<file path="config.mk">
export PLATFORM = sky130hd
export DESIGN_NAME = addr_decode_ws
export DESIGN_NICKNAME = d
export VERILOG_FILES = /design/src/rtl/addr_decode_ws.sv
export SDC_FILE = /design/constraint.sdc
export NUM_CORES = 1
export LEC_CHECK = 0
export ABC_AREA = 1
export BUFFER_PORTS_ARGS = -buffer_cell sky130_fd_sc_hd__buf_2
export CORE_MARGIN = 2
export CORE_UTILIZATION = 30
export DETAILED_ROUTE_END_ITERATION = 10
export PLACE_DENSITY = 0.54
export SLEW_MARGIN = 20
export SYNTH_ARGS = -nofsm -noshare
export SYNTH_HDL_FRONTEND = slang
export SYNTH_SLANG_ARGS = --single-unit
</file>
<file path="constraint.sdc">
create_clock -name CLK -period 1.4 [get_ports CLK]
set_input_delay 0.42 -clock CLK [delete_from_list [all_inputs] [get_ports CLK]]
set_output_delay 0.42 -clock CLK [all_outputs]
set_load 0.01 [all_outputs]
</file>
<file path="src/rtl/addr_decode_ws.sv">
// rtl/addr_decode_ws.sv - registered bus address decoder with RAM wait states and READY/ERR handshake
module addr_decode_ws #(
    parameter int                ADDR_W   = 16,
    parameter int                NUM_REGS = 17,
    parameter logic [ADDR_W-1:0] RAM_TOP  = 16'hFFFF,
    parameter int                RAM_WAIT = 2
) (
    input  logic                CLK,
    input  logic                RST_N,
    input  logic                REQ,
    input  logic                WE,
    input  logic [ADDR_W-1:0]   ADD,
    output logic [NUM_REGS-1:0] REG_SEL,
    output logic                RAM_S,
    output logic                WE_O,
    output logic [ADDR_W-1:0]   ADD_O,
    output logic                READY,
    output logic                ERR,
    output logic                BUSY
);

    typedef enum logic [1:0] {S_IDLE, S_REG, S_RAM, S_ERR} state_t;

    localparam logic [ADDR_W-1:0]   REG_LIMIT = ADDR_W'(NUM_REGS);
    localparam logic [3:0]          WAIT_C    = 4'(RAM_WAIT);
    localparam logic [NUM_REGS-1:0] ONE_HOT0  = NUM_REGS'(1);

    state_t                state_q;
    logic [NUM_REGS-1:0]   reg_sel_q;
    logic                  ram_s_q;
    logic                  we_q;
    logic [ADDR_W-1:0]     add_q;
    logic                  ready_q;
    logic                  err_q;
    logic                  busy_q;
    logic [3:0]            cnt_q;

    logic accept;
    logic is_reg;
    logic is_err;

    // A READY cycle doubles as an accept slot so accesses can run back-to-back.
    assign accept = REQ & ((state_q == S_IDLE) | ready_q);
    assign is_reg = (ADD < REG_LIMIT);
    assign is_err = (ADD > RAM_TOP);

    always_ff @(posedge CLK) begin
        if (!RST_N) begin
            state_q   <= S_IDLE;
            reg_sel_q <= '0;
            ram_s_q   <= 1'b0;
            we_q      <= 1'b0;
            add_q     <= '0;
            ready_q   <= 1'b0;
            err_q     <= 1'b0;
            busy_q    <= 1'b0;
            cnt_q     <= '0;
        end else begin
            ready_q <= 1'b0;
            err_q   <= 1'b0;
            busy_q  <= 1'b0;
            if (accept) begin
                add_q     <= ADD;
                we_q      <= WE;
                reg_sel_q <= '0;
                ram_s_q   <= 1'b0;
                if (is_reg) begin
                    state_q   <= S_REG;
                    reg_sel_q <= ONE_HOT0 << ADD;
                    ready_q   <= 1'b1;
                end else if (is_err) begin
                    state_q <= S_ERR;
                    ready_q <= 1'b1;
                    err_q   <= 1'b1;
                end else begin
                    state_q <= S_RAM;
                    ram_s_q <= 1'b1;
                    cnt_q   <= WAIT_C;
                    ready_q <= (WAIT_C == 4'd0);
                    busy_q  <= (WAIT_C != 4'd0);
                end
            end else if (state_q == S_RAM && !ready_q) begin
                // READY lands in the cycle the wait counter shows zero.
                cnt_q   <= cnt_q - 4'd1;
                ready_q <= (cnt_q == 4'd1);
                busy_q  <= (cnt_q != 4'd1);
            end else begin
                state_q   <= S_IDLE;
                reg_sel_q <= '0;
                ram_s_q   <= 1'b0;
            end
        end
    end

    assign REG_SEL = reg_sel_q;
    assign RAM_S   = ram_s_q;
    assign WE_O    = we_q;
    assign ADD_O   = add_q;
    assign READY   = ready_q;
    assign ERR     = err_q;
    assign BUSY    = busy_q;

endmodule
</file>
==> results of run 1 <==
## power groups by stage
stage | logic, mW | registers [mW] | clock network, mW
floorplan | 0.200 | 1.34 | 0
global placement | 0.391 | 1.32 | 0
detailed placement | 0.392 | 1.32 | 0
CTS | 0.394 | 1.29 | 0.845
global route | 0.442 | 1.30 | 0.890
finish | 0.390 | 1.29 | 0.811
## cells in the final DEF (no fill, tap or decap), types with 4 or more instances in the layout
master                      n
sky130_fd_sc_hd__nor2_1    65
sky130_fd_sc_hd__inv_1     21
sky130_fd_sc_hd__o21ai_0   18
sky130_fd_sc_hd__a21oi_2    7
sky130_fd_sc_hd__buf_4     18
sky130_fd_sc_hd__buf_2     56
sky130_fd_sc_hd__nand2_1   33
sky130_fd_sc_hd__dfxtp_1   42
sky130_fd_sc_hd__nand4_1    4
sky130_fd_sc_hd__nand3_1   13
sky130_fd_sc_hd__clkbuf_8   6
sky130_fd_sc_hd__a21oi_1   17
## worst max-delay path, delay by kind of cell
| family | cells | cell delay, ns |
|---|---|---|
| AND/OR/NAND/NOR | 7 | 0.87 |
| AO/OA/AOI/OAI | 1 | 0.05 |
| buffers and inverters | 1 | 0.10 |
## worst min path at each step
stage / startpoint / end / cells past startpoint
CTS: WE / WE_O / 3
finish: WE / WE_O / 3
floorplan: cnt_q[0] / cnt_q[0] / 1
global placement: REG_SEL[8] / REG_SEL[8] / 2
detailed placement: REG_SEL[10] / REG_SEL[10] / 2
global route: WE / WE_O / 3
## layer usage
layer	vias to the layer above	share of wire [%]
met3	7	3.1
met2	27	45
met1	769	50
li1	936	-
met4	0	2.1
met5	-	0
## kinds of logic after synthesis
logic type	after synthesis	share of synthesized area [%]
adders and majority gates	2	1.363
and+or+nand+nor	126	30.33
other	1	0.2043
AOI/OAI and AO/OA	43	13.16
buffers and inverters	36	8.180
DFF	42	45.81
xor gates and xnor gates	2	0.9545
## layout make-up
| class | count | area share, % |
|---|---|---|
| clock buffers | 7 | 3.596 |
| clock inverters | 1 | 0.2084 |
| inverters | 24 | 3.960 |
| multi-input cells | 174 | 35.17 |
| flip-flops and latches | 42 | 35.02 |
| well taps | 75 | 3.908 |
| repair buffers | 75 | 18.13 |
## flip-flops by register name (all words and copies together), names as in the netlist
register and count:
READY 1, cnt_q 4, ADD_O 16, state_q 2, REG_SEL 17, BUSY 1
WE_O 1
## per-stage QoR
stage               instance area [um^2]  util, %
global route                        2401    40.55
detailed placement                  2305    38.93
floorplan                           1836        -
global placement                    2305    38.93
finish                              2401    40.55
CTS                                 2396    40.47
## what timing repair did
action / CTS / global route
gates resized for setup: 0 / 3
endpoints found under the hold margin: 0 / 0
setup endpoints to repair: 0 / 12
==> results by group, run 1 <==
Status
  • Result of the run: finished, final reports clean

Timing
  • Part of the cycle the worst path needs: 90.56%
  • Worst Hold Margin: 0.3798 ns
  • Number of pins exceeding their max-slew limit in the final report: 0
  • Final setup violation count: 0
  • Period minus WS final: 1.268 ns
  • Post-route setup slack: 0.1321 ns
  • Final hold violation count: 0
  • Unrepaired setup endpoints after global routing: no
  • Total negative slack: 0 ns
  • Worst setup skew after layout: 0.002782 ns
  • Top achievable clock speed: 788.7 MHz

Yosys
  • Gate count of the mapped netlist: 252
  • Mapped Area: 1836 um^2
  • Count leader, synth: sky130_fd_sc_hd__nor2_1
  • Share of synthesized flip-flops with an asynchronous set or reset: 0%
  • Sequential-to-total area share from yosys stat: 45.81%
  • Ys Warns: 0
  • List of most frequent post-synthesis cells: 65 x sky130_fd_sc_hd__nor2_1, 42 x sky130_fd_sc_hd__dfxtp_1, 33 x sky130_fd_sc_hd__nand2_1, 21 x sky130_fd_sc_hd__inv_1, 18 x sky130_fd_sc_hd__o21ai_0
  • Syn avg cell area: 7.284 um^2
  • Flip-flop and latch count after synthesis: 42
  • Top cell type's share of synthesized area: 45.81%
  • Cell type contributing the most total cell area after synthesis: sky130_fd_sc_hd__dfxtp_1
  • Synthesized netlist net count: 274
  • Synth area leaders: sky130_fd_sc_hd__dfxtp_1 46%, sky130_fd_sc_hd__nor2_1 13%, sky130_fd_sc_hd__nand2_1 6.7%
  • Library cells used by synthesis: 26
  • Number of flops mapped to enable cells by yosys: 0
  • Prevailing post-synth register cell: sky130_fd_sc_hd__dfxtp_1

Routing
  • Via count: 1,739
  • DRT Wirelength: 4450 um
  • Antenna Violating Nets Remaining: 0
  • Detailed-routing iteration count for the pre-antenna-repair pass: 5
  • Routed wirelength normalized by instance count: 11.18 um
  • Violation count after the first detailed-routing iteration: 100
  • Number of vias per cell after detailed routing: 4.369
  • Number of DRC violations after detailed routing: 0

Layout
  • Fin nets: 344
  • Fin cells: 398
  • FF/Latch Area: 840.8 um^2
  • Area taken by multi-input logic gates: 844.6 um^2
  • Fraction of layout cells with a size suffix above 1: 30.65%
  • Area growth from synthesis to final layout: 30.81%
  • Count of antenna diodes in the layout: 0
  • Filler cell count: 653

CTS
  • Deepest clock path buffer count: 2
  • CTS tree: done
  • Post-CTS clock slew at the launch and capture registers of the worst setup and hold paths: 0.08 ns
  • TritonCTS Sinks: 42
  • CTS Buf Count: 5
  • Number of setup buffers added after CTS: 0
  • Number of hold-repair buffers added at the cts stage: 0
  • Depth of the CTS H-tree: 2
  • Clk Latency, worst-skew pair: 0.29 ns
  • Clock Tree Root: sky130_fd_sc_hd__clkbuf_8

Floorplan
  • Number of rows in the core area: 28
  • Area of the die: 6760 um^2
  • Number of I/O pins: 58
  • Initial cell density of the core: 31.00%
  • Vertical die dimension: 82.22 um
  • Die boundary width: 82.22 um
  • Placeable core area: 5921 um^2

Worst hold path
  • Type of the tightest min-delay check: in -> reg

Power and ir drop
  • Flop pwr share: 51.8%
  • Part of the power in combinational logic: 15.7%
  • Portion of total power attributed to the clock network: 32.6%
  • Total chip power: 2.490 mW
  • Leakage power summed over all cells: 1.111 nW
  • Net switching fraction of the power: 27.08%
  • Total net switching power: 0.6741 mW
  • Pwr per Cell Area: 1037 nW/um^2
  • Internal power contribution: 1.816 mW
  • IR drop worst, VDD: 0.4761 mV

Place
  • Count of port buffers added during placement: 56
  • Dpl cells: 390
  • Post-Place Worst Slack: -0.2060 ns
  • Weighted congestion at the end of routability-driven global placement: 0.8566
  • Post-DP HPWL: 3389 um

Global route
  • Global routing usage on met2: 22.42%
  • Most congested layer reported by global routing: met2
  • Global routing usage summed across all routing layers: 14.47%
  • Met1 global-route usage: 19.00%
  • Pin count of the biggest net entering global routing: 24
  • Remaining Overflow, GRT: 0
  • Number of antenna violations at the first check in global routing: 0
  • Via count of the first global-routing pass: 1,651
  • Global-route wire length before repair: 7472 um
  • Global-route met3 utilization: 3.370%

Critical path
  • Reg-to-reg endpoint: REG_SEL[15]
  • Cell with the most instances on the worst path: sky130_fd_sc_hd__nand2_1
  • Number of cells traversed by the worst register-to-register path: 8
  • First element of the critical path: ADD[14]
  • Max FO, Critical Path: 6
  • Endpoint of the most critical setup path: cnt_q[2]
  • Worst endpoint required time: 1.59 ns
  • CP arrival: 1.46 ns
  • Launch point of the worst reg-to-reg path: READY
  • Worst Path Class, Setup: in -> reg
  • Slowest cell on the critical path: sky130_fd_sc_hd__nor2_8
  • Critical path launch point type: input port
  • Capturing element type of the critical path: flop
  • Reg2Reg Setup Slack: 0.17 ns
  • Crit path largest cell delay: 0.19 ns
  • Cells traversed along the worst timing path: buf_2 -> nor2_1 -> nand2_1 -> nor2_8 -> nand3_1 -> nand2_2 -> nand2_1 -> nand2_1 -> a21oi_1

Job
  • MaxCap Viol Count: 0
Power figures use the tool's default switching activity.
==> run 2: changes to the inputs <==
--- a/config.mk
+++ b/config.mk
@@ -8,9 +8,9 @@
 export ABC_AREA = 1
 export BUFFER_PORTS_ARGS = -buffer_cell sky130_fd_sc_hd__buf_2
 export CORE_MARGIN = 2
-export CORE_UTILIZATION = 30
+export CORE_UTILIZATION = 25
 export DETAILED_ROUTE_END_ITERATION = 10
-export PLACE_DENSITY = 0.54
+export PLACE_DENSITY = 0.47
 export SLEW_MARGIN = 20
 export SYNTH_ARGS = -nofsm -noshare
 export SYNTH_HDL_FRONTEND = slang
==> results by group, run 2 (synthesis results as in run 1) <==
Timing
  • Number of pins exceeding their max-slew limit in the final report: 0
  • Final setup violation count: 0
  • Unrepaired setup endpoints after global routing: no
  • Period minus WS final: 1.266 ns
  • Post-route setup slack: 0.1336 ns
  • Total negative slack: 0 ns
  • Worst setup skew after layout: 0.008011 ns
  • Part of the cycle the worst path needs: 90.46%
  • Top achievable clock speed: 789.6 MHz
  • Final hold violation count: 0

Routing
  • Detailed-routing iteration count for the pre-antenna-repair pass: 4
  • Via count: 1,741
  • Number of vias per cell after detailed routing: 4.116
  • DRT Wirelength: 4603 um
  • Number of DRC violations after detailed routing: 0
  • Antenna Violating Nets Remaining: 0
  • Violation count after the first detailed-routing iteration: 61
  • Routed wirelength normalized by instance count: 10.88 um

Critical path
  • Critical path launch point type: input port
  • Bufs and invs on worst path: 2
  • Crit-path leading delay family: simple AND/OR/NAND/NOR gates
  • Capturing element type of the critical path: flop
  • CP arrival: 1.50 ns
  • Cells traversed along the worst timing path: buf_2 -> nor2_1 -> nand2_1 -> nor2_8 -> buf_4 -> nand4_1 -> nor2_1 -> nand2_1 -> a21oi_2
  • Slowest cell on the critical path: sky130_fd_sc_hd__nor2_8
  • Worst endpoint required time: 1.63 ns
  • Worst Path Class, Setup: in -> reg
  • Crit path largest cell delay: 0.19 ns
  • Max FO, Critical Path: 5

CTS
  • Depth of the CTS H-tree: 2
  • Clk Latency, worst-skew pair: 0.30 ns
  • TritonCTS Sinks: 42
  • CTS tree: done
  • Deepest clock path buffer count: 2
  • Clock Tree Root: sky130_fd_sc_hd__clkbuf_8
  • Post-CTS clock slew at the launch and capture registers of the worst setup and hold paths: 0.08 ns
  • Number of hold-repair buffers added at the cts stage: 0
  • CTS Buf Count: 5

Power and ir drop
  • Leakage power summed over all cells: 1.119 nW
  • Net switching fraction of the power: 27.08%
  • Portion of total power attributed to the clock network: 32.5%
  • Flop pwr share: 51.6%
  • IR drop worst, VDD: 0.3149 mV
  • Internal power contribution: 1.820 mW
  • Pwr per Cell Area: 1020 nW/um^2
  • Total net switching power: 0.6760 mW
  • Part of the power in combinational logic: 15.9%

Global route
  • Global-route wire length before repair: 7258 um
  • Via count of the first global-routing pass: 1,576
  • Global routing usage summed across all routing layers: 11.91%
  • Number of antenna violations at the first check in global routing: 0
  • Remaining Overflow, GRT: 0
  • Pin count of the biggest net entering global routing: 24

Layout
  • Flip-flop count of the largest register, all copies and words added: 17
  • Leading cell types in the layout, fill and taps excluded: 62 x sky130_fd_sc_hd__nor2_1, 56 x sky130_fd_sc_hd__buf_2, 42 x sky130_fd_sc_hd__dfxtp_1
  • Area growth from synthesis to final layout: 33.33%
  • Leading cell type in the layout, fill and taps excluded: sky130_fd_sc_hd__nor2_1
  • Fin nets: 345
  • Count of antenna diodes in the layout: 0
  • Filler cell count: 798
  • Fraction of layout cells with a size suffix above 1: 31.79%

Floorplan
  • Initial cell density of the core: 25.58%
  • Number of rows in the core area: 31
  • Number of I/O pins: 58
  • Area of the die: 8043 um^2
  • Die boundary width: 89.69 um
  • Vertical die dimension: 89.69 um
  • Placeable core area: 7176 um^2

Place
  • Count of port buffers added during placement: 56
  • Post-DP HPWL: 3502 um
  • Weighted congestion at the end of routability-driven global placement: 0.7551
  • Post-Place Worst Slack: -0.1858 ns

Worst hold path
  • Type of the tightest min-delay check: in -> reg

Job
  • MaxCap Viol Count: 0

Status
  • Result of the run: finished, final reports clean
==> run 2: timing repair <==
action	4_1_cts	5_1_grt
setup endpoints to repair	0	14
setup buffers	0	1
gates resized for setup	0	5
==> run 2: worst register-to-register path, delay by kind of cell (launching register included) <==
| family | cells | cell delay [ns] |
|---|---|---|
| and+or+nand+nor | 4 | 0.38 |
| DFF | 1 | 0.33 |
| buffers and inverters | 2 | 0.27 |
| AOI/OAI and AO/OA | 2 | 0.22 |
==> run 2: layout make-up <==
type / instances / area, um^2 / area share [%]
well taps: 99 / 123.9 / 5.061
clock buffers: 7 / 86.33 / 3.528
clock inverters: 1 / 5.005 / 0.2045
flip-flops and latches: 42 / 840.8 / 34.36
inverters: 24 / 92.59 / 3.783
repair buffers: 76 / 446.7 / 18.25
multi-input cells: 174 / 852.1 / 34.82
==> run 2: path summary, 6_finish.rpt <==
path,startpoint,end,slack (ns),cells after the start
worst max register to register,state_q[1],cnt_q[3],0.14,8
worst min register to register,REG_SEL[10],REG_SEL[10],0.47,2
worst max-delay path,ADD[14],REG_SEL[14],0.13,9
worst min-delay path,WE,WE_O,0.37,3
==> run 2: routing by layer <==
metal / vias to the layer above / share of wire (%) / track usage, %
met5: - / 0 / 0
met4: 0 / 2.1 / 6.106
met3: 7 / 4.2 / 2.102
met2: 37 / 46 / 18.98
met1: 758 / 48 / 15.38
li1: 939 / - / -
==> run 2: metrics by stage <==
| step | instances | util [%] | hold slack [ns] | instance area, um^2 | total power, mW |
|---|---|---|---|---|---|
| detailed placement | 414 | 32.54 | 0.4558 | 2335 | 1.714 |
| finish | 423 | 34.11 | 0.3740 | 2447 | 2.496 |
| CTS | 422 | 33.81 | 0.3787 | 2426 | 2.543 |
| global route | 423 | 34.11 | 0.3945 | 2447 | 2.634 |
| global placement | 414 | 32.54 | 0.4577 | 2335 | 1.714 |
| floorplan | 252 | - | 0.4765 | 1836 | 1.539 |
==> run 2: power by group through the flow <==
stage	clock network [mW]	logic, mW	registers, mW
2_1_floorplan	0	0.200	1.34
3_3_place_gp	0	0.397	1.32
3_5_place_dp	0	0.397	1.32
4_1_cts	0.854	0.399	1.29
5_1_grt	0.891	0.445	1.30
6_report	0.812	0.396	1.29
==> run 3: changes to the inputs <==
--- a/config.mk
+++ b/config.mk
@@ -11,6 +11,7 @@
 export CORE_UTILIZATION = 25
 export DETAILED_ROUTE_END_ITERATION = 10
 export PLACE_DENSITY = 0.47
+export RECOVER_POWER = 100
 export SLEW_MARGIN = 20
 export SYNTH_ARGS = -nofsm -noshare
 export SYNTH_HDL_FRONTEND = slang
==> results by group, run 3 (synthesis results as in run 1) <==
Timing
  • Unrepaired setup endpoints after global routing: no
  • Worst setup skew after layout: 0.007883 ns
  • Number of pins exceeding their max-slew limit in the final report: 0
  • Top achievable clock speed: 788.2 MHz
  • Post-route setup slack: 0.1314 ns
  • Final hold violation count: 0
  • Part of the cycle the worst path needs: 90.62%
  • Total negative slack: 0 ns
  • Period minus WS final: 1.269 ns
  • Final setup violation count: 0

Critical path
  • Capturing element type of the critical path: flop
  • Number of cells traversed by the worst register-to-register path: 9
  • CP arrival: 1.50 ns
  • Max FO, Critical Path: 5
  • Worst Path Class, Setup: in -> reg
  • Critical path launch point type: input port
  • Worst endpoint required time: 1.63 ns

Routing
  • Detailed-routing iteration count for the pre-antenna-repair pass: 4
  • Number of vias per cell after detailed routing: 4.123
  • DRT Wirelength: 4622 um
  • Antenna Violating Nets Remaining: 0
  • Routed wirelength normalized by instance count: 10.93 um
  • Via count: 1,744
  • Number of DRC violations after detailed routing: 0
  • Violation count after the first detailed-routing iteration: 48

Layout
  • Leading cell types in the layout, fill and taps excluded: 62 x sky130_fd_sc_hd__nor2_1, 42 x sky130_fd_sc_hd__dfxtp_1, 38 x sky130_fd_sc_hd__clkbuf_1
  • FF/Latch Area: 840.8 um^2
  • Flip-flop count of the largest register, all copies and words added: 17
  • Count of antenna diodes in the layout: 0
  • Fraction of layout cells with a size suffix above 1: 20.37%
  • Area taken by multi-input logic gates: 852.1 um^2
  • Filler cell count: 812
  • Area growth from synthesis to final layout: 30.81%
  • Leading cell type in the layout, fill and taps excluded: sky130_fd_sc_hd__nor2_1
  • Fin nets: 345

Global route
  • Pin count of the biggest net entering global routing: 24
  • Via count of the first global-routing pass: 1,576
  • Remaining Overflow, GRT: 0
  • Global routing usage summed across all routing layers: 11.91%
  • Number of antenna violations at the first check in global routing: 0
  • Global-route wire length before repair: 7258 um

CTS
  • Deepest clock path buffer count: 2
  • Clock Tree Root: sky130_fd_sc_hd__clkbuf_8
  • Clk Latency, worst-skew pair: 0.30 ns
  • Depth of the CTS H-tree: 2
  • CTS Buf Count: 5
  • CTS tree: done
  • TritonCTS Sinks: 42
  • Post-CTS clock slew at the launch and capture registers of the worst setup and hold paths: 0.08 ns
  • Number of hold-repair buffers added at the cts stage: 0

Worst hold path
  • Type of the tightest min-delay check: in -> reg
  • Hold path depth: 3

Power and ir drop
  • Pwr per Cell Area: 1035 nW/um^2
  • Total chip power: 2.485 mW
  • IR drop worst, VDD: 0.3118 mV
  • Leakage power summed over all cells: 0.9689 nW

Place
  • Weighted congestion at the end of routability-driven global placement: 0.7551
  • Post-DP HPWL: 3502 um
  • Post-Place Worst Slack: -0.1858 ns
  • Count of port buffers added during placement: 56

Status
  • Result of the run: finished, final reports clean

Floorplan
  • Number of I/O pins: 58
  • Die boundary width: 89.69 um
  • Placeable core area: 7176 um^2
  • Initial cell density of the core: 25.58%
  • Area of the die: 8043 um^2
  • Vertical die dimension: 89.69 um
  • Number of rows in the core area: 31

Job
  • MaxCap Viol Count: 0
## run 3: cell types whose count changed in the layout (fill, tap and decap cells not counted), sizes merged
cell,change
buf,-37
clkbuf,+37
## run 3: timing repair
action | in CTS | in global routing
resized for setup | 0 | 5
setup endpoints to repair | 0 | 14
buffers inserted | 0 | 1
## run 3: worst paths after layout
path	from	to	slack, ns
worst max-delay path	ADD[14]	REG_SEL[14]	0.13
worst min-delay path	WE	WE_O	0.37
worst max register to register	READY	cnt_q[3]	0.13
worst min register to register	REG_SEL[10]	REG_SEL[10]	0.47
## run 3: cell type report
class	instances	share of cell area [%]
inverters	24	3.856
well taps	99	5.159
multi-input cells	174	35.49
clock inverters	1	0.2084
flip-flops and latches	42	35.02
clock buffers	7	3.596
repair buffers	76	16.68
## run 3: report_power, final
group          switching (mW)  total [mW]  internal, mW
registers              0.0343        1.29          1.26
clock network           0.414       0.812         0.398
logic                   0.229       0.383         0.154
total                   0.678        2.49          1.81
## run 3: metal layers
layer	GRT usage, %	part of all wire [%]	vias up
li1	-	-	940
met1	15.38	48	764
met2	18.98	46	33
met3	2.102	4.0	7
met4	6.106	2.1	0
met5	0	0	-
## run 3: critical path, cell delays in order
cell and delay (ns):
sky130_fd_sc_hd__buf_2 0.10, sky130_fd_sc_hd__nor2_1 0.10, sky130_fd_sc_hd__nand2_1 0.16, sky130_fd_sc_hd__nor2_8 0.19, sky130_fd_sc_hd__buf_4 0.13, sky130_fd_sc_hd__nand4_1 0.10, sky130_fd_sc_hd__nor2_1 0.11, sky130_fd_sc_hd__nand2_1 0.07
sky130_fd_sc_hd__a21oi_2 0.13
## run 3: per-stage QoR
step / hold WS [ns] / cell area [um^2] / utilization, % / instances
after global routing: 0.3945 / 2401 / 33.46 / 423
after detailed placement: 0.4558 / 2335 / 32.54 / 414
after global placement: 0.4577 / 2335 / 32.54 / 414
after CTS: 0.3787 / 2426 / 33.81 / 422
final: 0.3740 / 2401 / 33.46 / 423
after floorplan: 0.4765 / 1836 / - / 252
